<file path="config.mk">
export PLATFORM = sky130hd
export DESIGN_NAME = freq_gate_sequencer
export DESIGN_NICKNAME = d
export VERILOG_FILES = /design/src/rtl/freq_gate_sequencer.sv
export SDC_FILE = /design/constraint.sdc
export NUM_CORES = 1
export LEC_CHECK = 0
export BUFFER_PORTS_ARGS = -buffer_cell sky130_fd_sc_hd__buf_2
export CAP_MARGIN = 20
export CORE_ASPECT_RATIO = 1.25
export CORE_MARGIN = 2
export CORE_UTILIZATION = 38
export DETAILED_ROUTE_END_ITERATION = 12
export PLACE_DENSITY = 0.57
export SLEW_MARGIN = 10
export SYNTH_ARGS = -nofsm -noshare
export SYNTH_HDL_FRONTEND = slang
export SYNTH_SLANG_ARGS = --single-unit
</file>
<file path="constraint.sdc">
create_clock -name clck -period 3.15 [get_ports clck]
set_input_delay 0.63 -clock clck [delete_from_list [all_inputs] [get_ports clck]]
set_output_delay 0.63 -clock clck [all_outputs]
set_load 0.01 [all_outputs]
</file>
<file path="src/rtl/freq_gate_sequencer.sv">
// -----------------------------------------------------------------------------
// freq_gate_sequencer
//
// Drives the frequency-counter datapath through repeated measurement cycles:
//   CLEAR -> GATE -> SETTLE -> LATCH -> HOLD -> (CLEAR | IDLE)
// The gate length auto-ranges over four decades. An overflow during the gate
// moves to a shorter gate and restarts the cycle. A low count at latch time
// moves to a longer gate for the next cycle.
//
// Parameters
//   GATE_BASE     gate length in clck cycles at range 0 (multiple of 1000)
//   SETTLE_CYCLES idle cycles between gate close and latch (>= 1)
//   HOLD_CYCLES   display hold cycles after latch (>= 1)
//   TW            cycle timer width; must hold max(GATE_BASE, HOLD_CYCLES)
//
// Ports
//   clck     in   system clock, rising edge
//   rst_n    in   asynchronous active-low reset
//   run      in   continuous mode (level)
//   single   in   one-shot start pulse, honoured only while idle
//   cnt_ovf  in   counter saturated, looked at only during GATE
//   cnt_low  in   count below 10% of full scale, looked at only during LATCH
//   gate     out  counter enable window
//   cnt_clr  out  counter clear pulse
//   latch    out  display register load pulse
//   done     out  measurement complete pulse (same cycle as latch)
//   busy     out  high in every state except IDLE
//   range    out  current gate decade (0 = longest gate)
//   ovf_err  out  last latched value saturated at range 3
//
// All outputs are decoded from registers only.
// -----------------------------------------------------------------------------
module freq_gate_sequencer #(
   parameter int GATE_BASE     = 1000,
   parameter int SETTLE_CYCLES = 2,
   parameter int HOLD_CYCLES   = 20,
   parameter int TW            = 32
) (
   input  logic       clck,
   input  logic       rst_n,
   input  logic       run,
   input  logic       single,
   input  logic       cnt_ovf,
   input  logic       cnt_low,
   output logic       gate,
   output logic       cnt_clr,
   output logic       latch,
   output logic       done,
   output logic       busy,
   output logic [1:0] range,
   output logic       ovf_err
);

   typedef enum logic [2:0] {
      S_IDLE   = 3'd0,
      S_CLEAR  = 3'd1,
      S_GATE   = 3'd2,
      S_SETTLE = 3'd3,
      S_LATCH  = 3'd4,
      S_HOLD   = 3'd5
   } state_t;

   localparam logic [TW-1:0] SETTLE_LEN = TW'(SETTLE_CYCLES);
   localparam logic [TW-1:0] HOLD_LEN   = TW'(HOLD_CYCLES);
   localparam logic [TW-1:0] TIMER_ONE  = TW'(1);

   state_t        state_reg, state_next;
   logic [TW-1:0] timer_reg, timer_next;
   logic [1:0]    range_reg, range_next;
   logic          sat_reg, sat_next;
   logic          ovf_err_reg, ovf_err_next;

   // Gate length per decade: GATE_BASE / 10^r.
   logic [TW-1:0] gate_tbl [4];
   logic [TW-1:0] gate_len;

   for (genvar gi = 0; gi < 4; gi++) begin : g_gate_len
      assign gate_tbl[gi] = TW'(GATE_BASE / (10 ** gi));
   end

   assign gate_len = gate_tbl[range_reg];

   // -------------------------------------------------------------------------
   // State register
   // -------------------------------------------------------------------------
   always_ff @(posedge clck or negedge rst_n) begin
      if (!rst_n) begin
         state_reg   <= S_IDLE;
         timer_reg   <= '0;
         range_reg   <= 2'd0;
         sat_reg     <= 1'b0;
         ovf_err_reg <= 1'b0;
      end else begin
         state_reg   <= state_next;
         timer_reg   <= timer_next;
         range_reg   <= range_next;
         sat_reg     <= sat_next;
         ovf_err_reg <= ovf_err_next;
      end
   end

   // -------------------------------------------------------------------------
   // Next-state logic
   // The timer is loaded with the length of the state being entered and
   // counts down to 1; the state is left on the cycle it reads 1.
   // -------------------------------------------------------------------------
   always_comb begin
      state_next   = state_reg;
      timer_next   = timer_reg;
      range_next   = range_reg;
      sat_next     = sat_reg;
      ovf_err_next = ovf_err_reg;

      case (state_reg)
         S_IDLE: begin
            if (run || single) begin
               state_next = S_CLEAR;
               sat_next   = 1'b0;
            end
         end

         S_CLEAR: begin
            state_next = S_GATE;
            timer_next = gate_len;
         end

         S_GATE: begin
            // Overflow wins over a simultaneous timer expiry.
            if (cnt_ovf) begin
               if (range_reg != 2'd3) begin
                  // Shorter gate, restart without latching.
                  range_next = range_reg + 2'd1;
                  state_next = S_CLEAR;
                  sat_next   = 1'b0;
                  timer_next = '0;
               end else begin
                  // Already at the shortest gate: finish and flag it.
                  sat_next   = 1'b1;
                  state_next = S_SETTLE;
                  timer_next = SETTLE_LEN;
               end
            end else if (timer_reg <= TIMER_ONE) begin
               state_next = S_SETTLE;
               timer_next = SETTLE_LEN;
            end else begin
               timer_next = timer_reg - TIMER_ONE;
            end
         end

         S_SETTLE: begin
            if (timer_reg <= TIMER_ONE) begin
               state_next   = S_LATCH;
               timer_next   = '0;
               // Loaded on entry so ovf_err is valid alongside the latch pulse.
               ovf_err_next = sat_reg;
            end else begin
               timer_next = timer_reg - TIMER_ONE;
            end
         end

         S_LATCH: begin
            // Low count: lengthen the gate for the next cycle, unless the
            // reading was a saturated one.
            if (cnt_low && (range_reg != 2'd0) && !sat_reg) begin
               range_next = range_reg - 2'd1;
            end
            state_next = S_HOLD;
            timer_next = HOLD_LEN;
         end

         S_HOLD: begin
            if (timer_reg <= TIMER_ONE) begin
               timer_next = '0;
               if (run) begin
                  state_next = S_CLEAR;
                  sat_next   = 1'b0;
               end else begin
                  state_next = S_IDLE;
               end
            end else begin
               timer_next = timer_reg - TIMER_ONE;
            end
         end

         default: begin
            state_next = S_IDLE;
            timer_next = '0;
         end
      endcase
   end

   // -------------------------------------------------------------------------
   // Output decode (registered state only)
   // -------------------------------------------------------------------------
   assign gate    = (state_reg == S_GATE);
   assign cnt_clr = (state_reg == S_CLEAR);
   assign latch   = (state_reg == S_LATCH);
   assign done    = (state_reg == S_LATCH);
   assign busy    = (state_reg != S_IDLE);
   assign range   = range_reg;
   assign ovf_err = ovf_err_reg;

endmodule

</file>
==> reports/metrics.cfg <==
[status]
status = complete, no violations

[worst_setup_path]
critical-path-top-cell-by-count = sky130_fd_sc_hd__or4_1
crit_path_max_incr_delay_ps = 560
path_cells = or3_1 > or4_4 > or4_1 > or4_1 > nand3_1
arrival_ps = 2920
cpLargestDelayFamily = simple AND/OR/NAND/NOR gates
largest_fanout_on_the_critical_path = 9
critical_path.endpoint_type = register
cp_num_buf_inv = 0
worstPathRequired_ps = 3380
worst_setup_path_start_kind = register
critical_path_class = reg -> reg
crit_path_top_delay_cell = sky130_fd_sc_hd__or4_1

[finish]
final.fill_count = 620
regArea_sq_um = 975.9
area.growth.synth_to_final_pct = 12.23
antenna-diode-count = 0
nNetsFinal = 291
final_cell_mix = 39 x sky130_fd_sc_hd__dfrtp_1, 27 x sky130_fd_sc_hd__nand2_1, 22 x sky130_fd_sc_hd__nand3_1
drive_above_1_share_pct = 14.08
fin_cells = 369
multiInputGateArea_sq_um = 1301
largest_register_ff_count = 32
layout.cells.most_common = sky130_fd_sc_hd__dfrtp_1

[power]
power.internal_mw = 1.475
p_leak_nw = 1.169
power.ir.vdd_worst_uv = 533.1
seq_power_share_pct = 31.7
switching_power_mw = 1.278
p_sw_share_pct = 46.42
p_total_mw = 2.752
combinationalPowerShare_pct = 52.3
power.density_cell_area_nw_per_um2 = 1033
clock_power_share_pct = 16.0

[sta]
finalWorstPathRequiredPeriod_ps = 2698
grt_setup_unrepaired = false
max_transition_margin_pct = 38.98
fmax_mhz = 370.7
timing.hold.ws_ps = 465.7
timing_worst_slew_pin_value_ps = 915.3
setup_viol_count_final = 0
timing_max_transition_violations_final = 0
final_hold_vios = 0
layout_worst_path_cycle_share_pct = 85.64
clock-skew-final_ps = 10.23
setup_total_negative_slack_ps = 0

[route]
drtAntennaViolNets = 0
vias = 2160
finalWirelength_mm = 5.799
drt-initial-drc-count = 136
detail_route.first_pass.iterations = 4
routedWlPerCell_microns = 15.72
detail_route.drc_violations = 0
vias_cell = 5.854

[logic_synthesis]
post_synthesis_sequential_element_count = 39
synth_enable_flop_cells = 0
yosys_most_used_dff = sky130_fd_sc_hd__dfrtp_1
synth_area_per_cell_sq_um = 8.726
syn_nets = 280
mappedNetlistArea_sq_um = 2374
synth_cells = 272
ys_top_cells_by_area = sky130_fd_sc_hd__dfrtp_1 41%, sky130_fd_sc_hd__nand3_1 4.6%, sky130_fd_sc_hd__nand2_1 4.3%, sky130_fd_sc_hd__o21ai_0 4.2%, sky130_fd_sc_hd__nor3_1 3.2%
yosys.area.top_type_share_pct = 41.12
yosysTopAreaCell = sky130_fd_sc_hd__dfrtp_1
synth_async_sr_flop_share_pct = 100.0
synth-warning-count = 0
yosysUniqueCellTypes = 54
synth_seq_area_share_pct = 41.12

[place]
placedCellCount = 361
finalWeightedCongestion = 0.7495
detailedPlacementHpwl_mm = 4.034
io_buffers = 13

[clocking]
clock_transition_at_the_registers_of_the_reported_paths_ps = 80
tritoncts_clock_tree = done
clk_latency_ps = 290
post_cts_buffers = 0
cts_buffer_depth = 2
cts.repair.resized = 0
post_cts_hold_buffer_count = 0
cts_root_buffer = sky130_fd_sc_hd__clkbuf_8
htreeDepth = 2
cts_made_buffers = 5
cts_sink_count = 39

[die]
fp.dieH_microns = 92.36
die_area_sq_um = 6898
fp.coreArea_sq_um = 6126
placementRows = 32
num_io_pins = 14
initial_utilization_pct = 38.75
die_w_microns = 74.69

[job]
number_of_maximum_capacitance_violations = 0

[global_route]
first_global_vias = 2027
grt_start_max_net_pins = 40
grt.total_usage_pct = 18.10
grt_first_pass_wirelength_mm = 9.791
antenna_found_initial = 0
grt-ovfl-total = 0

[min_path]
worstHoldPathType = in -> async

[path summary, 6_finish.rpt]
kind	cells after the start	start	endpoint	slack (ps)
max reg2reg	5	timer_reg[13]$_DFFE_PN0P_	timer_reg[29]$_DFFE_PN0P_	450
max in group asynchronous	1	rst_n	timer_reg[23]$_DFFE_PN0P_	2110
min	1	rst_n	timer_reg[28]$_DFFE_PN0P_	470
max	5	timer_reg[13]$_DFFE_PN0P_	timer_reg[29]$_DFFE_PN0P_	450
min in group clck	1	timer_reg[15]$_DFFE_PN0P_	timer_reg[15]$_DFFE_PN0P_	530
min reg2reg	1	timer_reg[15]$_DFFE_PN0P_	timer_reg[15]$_DFFE_PN0P_	530
[stage by stage]
step / util [%] / cell area (sq um) / worst slack [ps]
3_5_place_dp: 41.56 / 2546 / 486.4
6_report: 43.48 / 2664 / 452.2
4_1_cts: 43.48 / 2664 / 459.8
5_1_grt: 43.48 / 2664 / 329.2
2_1_floorplan: - / 2374 / 510.3
3_3_place_gp: 41.56 / 2546 / 526.2
[power groups by stage]
stage | logic [mW] | clock network [mW] | registers (mW)
after floorplan | 1.12 | 0 | 0.775
after global placement | 1.43 | 0 | 0.874
after detailed placement | 1.44 | 0 | 0.877
after CTS | 1.45 | 0.453 | 0.868
after global routing | 1.61 | 0.472 | 0.902
final | 1.44 | 0.440 | 0.872
[routing by layer]
| layer | track usage [%] | up-vias | wire length (microns) |
|---|---|---|---|
| met5 | 0 | - | 0 |
| met2 | 29.13 | 47 | 2793 |
| met1 | 24.22 | 1034 | 2724 |
| li1 | - | 1069 | - |
| met3 | 3.264 | 10 | 181 |
| met4 | 6.101 | 0 | 99 |
[synthesized netlist by cell type, drive strengths merged (3+ instances only)]
cell type,number
a21o,3
nor2b,3
a22o,3
a31oi,3
nand4,3
nor2,13
o311ai,6
a211o,4
buf,4
a21oi,7
nand2b,3
or4,12
nor3,15
or3,8
clkbuf,14
inv,8
o21ai,20
nand2,27
o211ai,6
nor4,11
dfrtp,39
nand3,22
[cell type report]
type / instances / area share [%]
clock buffer: 6 / 3.100
clock inverter: 2 / 1.315
inverter: 8 / 1.127
multi-input combinational: 207 / 48.85
sequential: 39 / 36.64
tap: 85 / 3.992
timing repair buffer: 22 / 4.979
[cells by family after synthesis]
logic type               count (synthesis)  share of synthesized area [%]
adder cells (fa/ha/maj)                  2                          1.054
AND/OR/NAND/NOR                        130                          30.05
buffers and inverters                   26                          4.744
flip-flops                              39                          41.12
AO/OA/AOI/OAI                           70                          20.93
XOR/XNOR                                 4                          1.476
multiplexers                             1                         0.6324
(Power assumes the default switching activity.)
